==> src/rtl/keypad_calc_engine.sv <==
`default_nettype none
// ============================================================================
// keypad_calc_engine : two-operand BCD keypad calculator (add / sub / mul).
// Optional backspace key enabled by `define KEYPAD_BACKSPACE_EN.
// Revision: 1.0
// ============================================================================
module keypad_calc_engine #(
  parameter int DIGITS = 6,
  parameter int OPW    = 20,
  parameter int RESW   = 40
) (
  input  logic                  clk,
  input  logic                  rst,
  input  logic                  press,
  input  logic [3:0]            scan_code,
  output logic [RESW-1:0]       result,
  output logic                  result_neg,
  output logic                  result_valid,
  output logic                  busy,
  output logic [4*DIGITS-1:0]   disp_bcd,
  output logic [DIGITS-1:0]     disp_flag,
  output logic [1:0]            op_code
);

  localparam int C_CMAX = (OPW > DIGITS) ? OPW : DIGITS;
  localparam int C_CW   = $clog2(C_CMAX + 1);

  typedef enum logic [2:0] {
    S_ENTER_A = 3'd0,
    S_ENTER_B = 3'd1,
    S_CONV    = 3'd2,
    S_EXEC    = 3'd3,
    S_DONE    = 3'd4
  } state_t;

  state_t               r_state, w_state_nxt;
  logic [4*DIGITS-1:0]  r_buf_a, r_buf_b;
  logic [DIGITS-1:0]    r_flag_a, r_flag_b;
  logic [1:0]           r_op;
  logic [RESW-1:0]      r_acc_a;
  logic [OPW-1:0]       r_acc_b;
  logic [RESW-1:0]      r_prod;
  logic [C_CW-1:0]      r_cnt;
  logic [RESW-1:0]      r_result;
  logic                 r_neg;
  logic                 r_valid;

  logic                 w_digit, w_opkey, w_eq, w_clr;
  logic [1:0]           w_op_sel;
  logic                 w_conv_last, w_exec_last;
  logic [C_CW-1:0]      w_pos;
  logic [3:0]           w_dig_a, w_dig_b;
  logic [RESW-1:0]      w_b_ext;

  assign w_digit  = press && (scan_code <= 4'd9);
  assign w_opkey  = press && (scan_code inside {4'ha, 4'hb, 4'hc});
  assign w_eq     = press && (scan_code == 4'hd);
  assign w_clr    = press && (scan_code == 4'he);
  assign w_op_sel = (scan_code == 4'ha) ? 2'b01 : (scan_code == 4'hb) ? 2'b10 : 2'b00;
`ifdef KEYPAD_BACKSPACE_EN
  logic w_bs;
  assign w_bs = press && (scan_code == 4'hf);
`endif

  assign w_conv_last = (r_cnt == C_CW'(DIGITS - 1));
  assign w_exec_last = (r_op == 2'b10) ? (r_cnt == C_CW'(OPW - 1)) : 1'b1;
  assign w_pos       = C_CW'(DIGITS - 1) - r_cnt;
  assign w_b_ext     = RESW'(r_acc_b);

  // Digit at the current conversion position, MSB first; empty slots give 0.
  always_comb begin
    w_dig_a = 4'd0;
    w_dig_b = 4'd0;
    for (int i = 0; i < DIGITS; i++) begin
      if (w_pos == C_CW'(i)) begin
        if (r_flag_a[i]) w_dig_a = r_buf_a[4*i +: 4];
        if (r_flag_b[i]) w_dig_b = r_buf_b[4*i +: 4];
      end
    end
  end

  always_ff @(posedge clk) begin
    if (rst) r_state <= S_ENTER_A;
    else     r_state <= w_state_nxt;
  end

  always_comb begin
    w_state_nxt = r_state;
    busy        = 1'b0;
    disp_bcd    = r_buf_b;
    disp_flag   = r_flag_b;
    if (w_clr) begin
      w_state_nxt = S_ENTER_A;
    end else begin
      case (r_state)
        S_ENTER_A: if (w_opkey) w_state_nxt = S_ENTER_B;
                   else if (w_eq) w_state_nxt = S_CONV;
        S_ENTER_B: if (w_eq) w_state_nxt = S_CONV;
        S_CONV:    if (w_conv_last) w_state_nxt = S_EXEC;
        S_EXEC:    if (w_exec_last) w_state_nxt = S_DONE;
        S_DONE:    if (w_digit) w_state_nxt = S_ENTER_A;
        default:   w_state_nxt = S_ENTER_A;
      endcase
    end
    case (r_state)
      S_ENTER_A: begin
        disp_bcd  = r_buf_a;
        disp_flag = r_flag_a;
      end
      S_CONV, S_EXEC: busy = 1'b1;
      default: ;
    endcase
  end

  always_ff @(posedge clk) begin
    if (rst || w_clr) begin
      r_buf_a  <= '0;
      r_buf_b  <= '0;
      r_flag_a <= '0;
      r_flag_b <= '0;
      r_op     <= 2'b00;
      r_acc_a  <= '0;
      r_acc_b  <= '0;
      r_prod   <= '0;
      r_cnt    <= '0;
      r_result <= '0;
      r_neg    <= 1'b0;
      r_valid  <= 1'b0;
    end else begin
      r_valid <= 1'b0;
      case (r_state)
        S_ENTER_A: begin
          if (w_digit) begin
            if (!r_flag_a[DIGITS-1]) begin
              r_buf_a  <= {r_buf_a[4*DIGITS-5:0], scan_code};
              r_flag_a <= {r_flag_a[DIGITS-2:0], 1'b1};
            end
          end else if (w_opkey) begin
            r_op <= w_op_sel;
          end else if (w_eq) begin
            r_op    <= 2'b00;
            r_acc_a <= '0;
            r_acc_b <= '0;
            r_prod  <= '0;
            r_cnt   <= '0;
          end
`ifdef KEYPAD_BACKSPACE_EN
          else if (w_bs) begin
            r_buf_a  <= r_buf_a >> 4;
            r_flag_a <= r_flag_a >> 1;
          end
`endif
        end
        S_ENTER_B: begin
          if (w_digit) begin
            if (!r_flag_b[DIGITS-1]) begin
              r_buf_b  <= {r_buf_b[4*DIGITS-5:0], scan_code};
              r_flag_b <= {r_flag_b[DIGITS-2:0], 1'b1};
            end
          end else if (w_opkey) begin
            if (r_flag_b == '0) r_op <= w_op_sel;
          end else if (w_eq) begin
            r_acc_a <= '0;
            r_acc_b <= '0;
            r_prod  <= '0;
            r_cnt   <= '0;
          end
`ifdef KEYPAD_BACKSPACE_EN
          else if (w_bs) begin
            r_buf_b  <= r_buf_b >> 4;
            r_flag_b <= r_flag_b >> 1;
          end
`endif
        end
        S_CONV: begin
          r_acc_a <= (r_acc_a << 3) + (r_acc_a << 1) + RESW'(w_dig_a);
          r_acc_b <= (r_acc_b << 3) + (r_acc_b << 1) + OPW'(w_dig_b);
          r_cnt   <= w_conv_last ? '0 : r_cnt + 1'b1;
        end
        S_EXEC: begin
          if (w_exec_last) begin
            r_cnt   <= '0;
            r_valid <= 1'b1;
            r_neg   <= 1'b0;
            case (r_op)
              2'b01: begin
                if (r_acc_a >= w_b_ext) begin
                  r_result <= r_acc_a - w_b_ext;
                end else begin
                  r_result <= w_b_ext - r_acc_a;
                  r_neg    <= 1'b1;
                end
              end
              2'b10:   r_result <= r_prod + (r_acc_b[0] ? r_acc_a : '0);
              default: r_result <= r_acc_a + w_b_ext;
            endcase
          end else begin
            // Shift-add: acc_a doubles as the shifted multiplicand, acc_b as the multiplier.
            if (r_acc_b[0]) r_prod <= r_prod + r_acc_a;
            r_acc_a <= r_acc_a << 1;
            r_acc_b <= r_acc_b >> 1;
            r_cnt   <= r_cnt + 1'b1;
          end
        end
        S_DONE: begin
          if (w_digit) begin
            r_buf_a  <= (4*DIGITS)'(scan_code);
            r_flag_a <= DIGITS'(1);
            r_buf_b  <= '0;
            r_flag_b <= '0;
            r_op     <= 2'b00;
          end
        end
        default: ;
      endcase
    end
  end

  assign result       = r_result;
  assign result_neg   = r_neg;
  assign result_valid = r_valid;
  assign op_code      = r_op;

endmodule
`default_nettype wire
==> config.mk <==
export PLATFORM = sky130hd
export DESIGN_NAME = keypad_calc_engine
export DESIGN_NICKNAME = d
export VERILOG_FILES = /design/src/rtl/keypad_calc_engine.sv
export SDC_FILE = /design/constraint.sdc
export NUM_CORES = 1
export LEC_CHECK = 0
export ABC_AREA = 0
export CORE_MARGIN = 10
export CORE_UTILIZATION = 45
export CTS_BUF_LIST = sky130_fd_sc_hd__clkbuf_8
export CTS_CLUSTER_DIAMETER = 40
export DETAILED_ROUTE_END_ITERATION = 8
export PLACE_DENSITY = 0.62
export SKIP_LAST_GASP = 1
export SLEW_MARGIN = 25
export SYNTH_ARGS = -nofsm -noshare
export SYNTH_HDL_FRONTEND = slang
export SYNTH_SLANG_ARGS = --single-unit
export TNS_END_PERCENT = 1
==> constraint.sdc <==
create_clock -name clk -period 6.2 [get_ports clk]
set_clock_uncertainty 0.05 [all_clocks]
set_input_delay 0.62 -clock clk [delete_from_list [all_inputs] [get_ports clk]]
set_output_delay 0.62 -clock clk [all_outputs]
set_load 0.01 [all_outputs]
## Word level (Yosys, flattened, before mapping)

Index checks and enable logic that the tools add are counted.

| storage, ports and cells | value |
|---|---|
| flip-flop bits (word level) | 212 |
| input port bits | 7 |
| output and inout bits | 75 |
| word-level logic and storage cells | 177 |

| cells by class | value |
|---|---|
| add/subtract/negate cells | 11 |
| $lt $le $gt $ge | 2 |
| equality and inequality tests | 35 |
| multiplexer cells | 85 |
| bitwise operators | 1 |
| reductions and logical operators | 28 |

Operators with widths:

| operator | count |
|---|---|
| two-way mux 40 bit | 8 |
| two-way mux 24 bit | 7 |
| one-hot mux 40 bit (2 select lines) | 2 |
| adder 40 bit | 3 |
| one-hot mux 40 bit (3 select lines) | 1 |
| two-way mux 4 bit | 24 |
| one-hot mux 24 bit (2 select lines) | 2 |
| two-way mux 20 bit | 4 |
| one-hot mux 20 bit (3 select lines) | 1 |
| two-way mux 6 bit | 7 |
| adder 40 x 20 -> 40 bit | 1 |
| adder 40 x 4 -> 40 bit | 1 |
| >= comparator 40 x 20 -> 1 bit | 1 |
| subtractor 20 x 40 -> 40 bit | 1 |
| subtractor 40 x 20 -> 40 bit | 1 |
| != test 2 bit (second input constant) | 15 |
| two-way mux 5 bit | 5 |
| one-hot mux 6 bit (2 select lines) | 2 |
| adder 20 bit | 1 |
| adder 20 x 4 -> 20 bit | 1 |
| == test 4 bit (second input constant) | 5 |
| two-way mux 2 bit | 9 |
| == test 5 x 3 -> 1 bit (second input constant) | 3 |
| two-way mux 3 bit | 5 |
| other kinds (32) | 52 |

## Depth between registers and ports, before layout

| logic depth | value |
|---|---|
| depth after elaboration | 15 |
| mapped depth | 24 |
| gate-level depth less buffers | 24 |

## Least setup slack after synthesis

No wires, ideal clock.

| timing | value |
|---|---|
| path type | reg2reg |
| start point | reg r_cnt[1] |
| end point | reg r_acc_a[39] |
| setup time | 0.129 ns |
| arrival time | 5.202 ns |
| setup slack | 0.819 ns |
| stages on the path, launching flop included | 24 |
| path buffers | 0 |
| period minus slack after synthesis | 5.381 ns |
| cell sequence | dfxtp_1 -> ha_1 -> o41a_1 -> nor2_1 -> and3_1 -> nor2_1 -> a22oi_1 -> a211oi_1 -> a221oi_1 -> nand2_1 -> o21ai_0 -> fa_1 -> inv_1 -> ha_1 -> a211o_1 -> a211oi_1 -> o311a_1 -> o211ai_1 -> o311ai_0 -> o31a_1 -> o21ai_0 -> a311oi_1 -> xnor2_1 -> o21ai_0 |

| between the ends | value |
|---|---|
| longest elaborated chain between the ends | 15 |
| elaborated cells between the ends (all ways) | 24 |

RTL lines:

| what | RTL line | text |
|---|---|---|
| start: declaration | 43 | `logic [C_CW-1:0] r_cnt;` |
| start signal: assignment | 178 | `r_cnt <= w_conv_last ? '0 : r_cnt + 1'b1;` |
| start signal: assignment | 202 | `r_cnt <= r_cnt + 1'b1;` |
| subtractor 3 x 5 -> 5 bit | 67 | `assign w_pos = C_CW'(DIGITS - 1) - r_cnt;` |
| logical NOT 5 bit | 75 | `if (w_pos == C_CW'(i)) begin` |
| two-way mux 4 bit | 75 |  |
| two-way mux 4 bit | 76 | `if (r_flag_a[i]) w_dig_a = r_buf_a[4*i +: 4];` |
| two-way mux 4 bit | 75 |  |
| two-way mux 4 bit | 76 |  |
| two-way mux 4 bit | 75 |  |
| two-way mux 4 bit | 76 |  |
| two-way mux 4 bit | 75 |  |
| two-way mux 4 bit | 76 |  |
| two-way mux 4 bit | 75 |  |
| two-way mux 4 bit | 76 |  |
| two-way mux 4 bit | 75 |  |
| adder 40 x 4 -> 40 bit | 176 | `r_acc_a <= (r_acc_a << 3) + (r_acc_a << 1) + RESW'(w_dig_a);` |
| one-hot mux 40 bit (3 select lines) | 131 | `case (r_state)` |
| end signal: assignment | 176 |  |
| end signal: assignment | 200 | `r_acc_a <= r_acc_a << 1;` |
| end: declaration | 40 | `logic [RESW-1:0] r_acc_a;` |

Parallel ways exist; a longest one is shown, timed or not.
A chain may end at the register's enable or synchronous reset.

## Final worst setup path

Ends and elaborated chain as after synthesis.

==> reports/qor.yml <==
crit_chain: "ha_1, o41a_1, nor2_4, and3_1, nor2_1, a22oi_1, a211oi_1, a221oi_1, nand2_1, o21ai_0, fa_1, inv_1, ha_1, a211o_1, a211oi_2, o311a_1, o211ai_1, o311ai_0, buf_4, o31a_1, o21ai_0, a311oi_1, xnor2_1, o21ai_0"
layout_common_cells: "nand2_1, a21oi_1, ha_1, nor2_1, dfxtp_1"
die-area_um2: 56100
drt_first_iter_violations: 2237
fin_crit_sh_pct: 92.8
path_delay_family: "compound AO/OA/AOI/OAI gates"
slew-limit-headroom_pct: 25.6
n_fill_cell: 4618
antenna_found_initial: 1
place_ws_ns: 0.160
ant_nets: 0
cts.sinks: 212
path_common_cell: "o21ai_0"
grt_pass1_wl_um: 125000
final_nets: 3122
synth-main-ff-cell: "dfxtp_1"
area_growth_syn_to_layout_pct: 12.3
grt_overflow_total: 0
synthCells: 2817
endpoint_kind: "flop"
place_congestion: 1.00
leakage_nw: 10.5
synth-compound-area-share_pct: 30.1
drive_gt1_share_pct: 7.12
synth_top_family_by_area: "compound AO/OA/AOI/OAI gates"
p_per_area_nw_per_um2: 153
dr.pass1.iters: 5
cts_tree: "done"
grt_max_degree: 56
final_core_util_pct: 51.0
setup_ws_ns: 0.449
cts_resized: 0
clk_path_buf_depth: 3
cp-start-kind: "flop"
wirelength_um: 81100
synth-async-reset-ratio_pct: 0
die_h_um: 237
antenna_cells: 0
finalSetupTns_ns: 0
grt_usage_pct: 27.6
tightestPinTransition_ns: 1.11
regArea_um2: 4250
start_util_pct: 45.4
syn-num-nets: 3087
rsz0062_at_grt: "no"
final_common_cell: "nand2_1"
cts_buffers: 53
yosys_warnings: 0
insertion_delay_ns: 0.67
drv_cap: 0
die_w_um: 237
drcViolationCount: 0
criticalPathCategory: "reg -> reg"
status: "finished clean"
path_buf_inv: 2
synth_area_um2: 21200
peakVddDrop_v: 0.000143
setup_viol: 0
wl_per_cell_um: 23.2
cp_slowest_stage_delay_ns: 0.50
rows: 79
synth-edff-count: 0
pin_count: 82
hold_viol: 0
synth_fa_ha_area_share_pct: 15.9
ys_seq_area_share_pct: 20.1
clk_pin_slew_ns: 0.06
post-dp-hpwl_um: 60700
whs_ns: 0.407
worstPathMaxFanout: 8
fin_crit_ns: 5.75
crit_arrival_ns: 6.20
cts.root.buffer_cell: "clkbuf_8"
num_vias: 22318
reg2reg_depth: 24
place_inst: 3404
synth_cell_type_count: 86
crit_path_top_delay_cell: "fa_1"
io_buffers: 81
worstHoldPathType: "reg -> reg"
critPathRequiredTime_ns: 6.65
whs_path_depth: 2
synthMuxAreaShare_pct: 3.00
core_um2: 46600
synth_simple_gate_area_share_pct: 19.5
viasPerCell: 6.38
timing.fmax_mhz: 174
slew_violations: 0
cp_num_cells: 24
synth.avg_cell_area_um2: 7.51
htreeDepth: 2
final-instance-count-excl-fill: 3499
synth_xor_area_share_pct: 6.38
first_global_vias: 21610
post-cts-setup-buffers: 0
holdBufCountCts: 0
multi_input_area_um2: 15900
ys_seq_elements: 212
[state kept, by name (all words and copies together), names as in the netlist]
name	count
op_code	2
r_acc_a	40
r_acc_b	20
r_buf_a	24
r_buf_b	24
r_cnt	5
r_flag_a	6
r_flag_b	6
r_prod	40
r_state	3
result	40
result_neg	1
result_valid	1
[cell usage after synthesis (7+ instances only)]
cell,number,area (um^2)
clkbuf_1,132,495
nand4_1,19,119
nor2_1,241,905
a211o_1,13,114
fa_1,9,180
a21oi_1,271,1360
o21a_1,13,97.6
nand2b_1,18,113
nor4_1,7,43.8
nor2b_1,24,150
inv_1,124,465
o21bai_1,41,308
xor2_1,57,499
and2_1,27,169
o41ai_1,7,61.3
ha_1,254,3180
a21o_1,87,653
nor3_1,59,295
o22ai_1,8,50.1
nand2_1,277,1040
and3_1,37,231
xnor2_1,97,850
o31ai_1,25,188
nand3_1,117,586
a221oi_1,36,315
a221o_1,7,70.1
a32o_1,8,80.1
mux2_2,34,383
dfxtp_1,212,4240
o221ai_1,24,210
a22o_1,7,61.3
a31oi_1,44,275
or3_1,17,106
a211oi_1,45,338
a22oi_1,61,458
o21ai_0,174,871
mux2i_1,24,240
buf_1,9,33.8
a21boi_0,10,75.1
o211ai_1,18,135
a32oi_1,9,78.8
[power by group]
| part | switching (mW) | internal, mW | total, mW |
|---|---|---|---|
| combinational | 0.186 | 0.0828 | 0.268 |
| sequential | 0.0169 | 1.37 | 1.39 |
| clock | 0.799 | 1.17 | 1.97 |
| total | 1.00 | 2.62 | 3.62 |
[layer usage]
layer,track usage [%],share of wire (%),up-vias
li1,-,-,10476
met1,34.2,42,10664
met2,44.8,45,951
met3,5.26,7.9,225
met4,14.0,5.0,2
met5,0,0.021,-
[layout make-up]
class                      instances  area share, %
multi-input combinational       2328           66.9
clock inverter                    33           1.47
sequential                       212           17.9
inverter                         128           2.02
timing repair buffer             129           4.93
clock buffer                      62           3.59
tap                              607           3.20
[tightest hold or removal path, stage by stage (launching register included)]
cell,delay [ns]
dfxtp_1,0.33
nand2_1,0.05
o31ai_1,0.05
[through the flow]
| step | cell area (um^2) | power (mW) |
|---|---|---|
| after global placement | 22500 | 1.68 |
| after detailed placement | 22500 | 1.68 |
| final | 23800 | 3.62 |
| after global routing | 23800 | 3.74 |
| after CTS | 23700 | 3.65 |
| after floorplan | 21200 | 1.58 |
[cells by family (layout without fill, tap and decap cells)]
| group | count (synthesis) | in the layout |
|---|---|---|
| simple gates | 885 | 885 |
| compound gates | 967 | 967 |
| flops | 212 | 212 |
| mux | 59 | 59 |
| buf+inv | 277 | 352 |
| xor+xnor | 154 | 154 |
| fa+ha+maj | 263 | 263 |
[final timing paths]
path	startpoint	end	slack, ns
worst min-delay path	result[24]	result[24]	0.41
worst max register to register	r_cnt[1]	r_acc_a[39]	0.45
worst max-delay path	r_cnt[1]	r_acc_a[39]	0.45
worst min register to register	result[24]	result[24]	0.41
No activity file was read; power rests on OpenSTA's default activity.
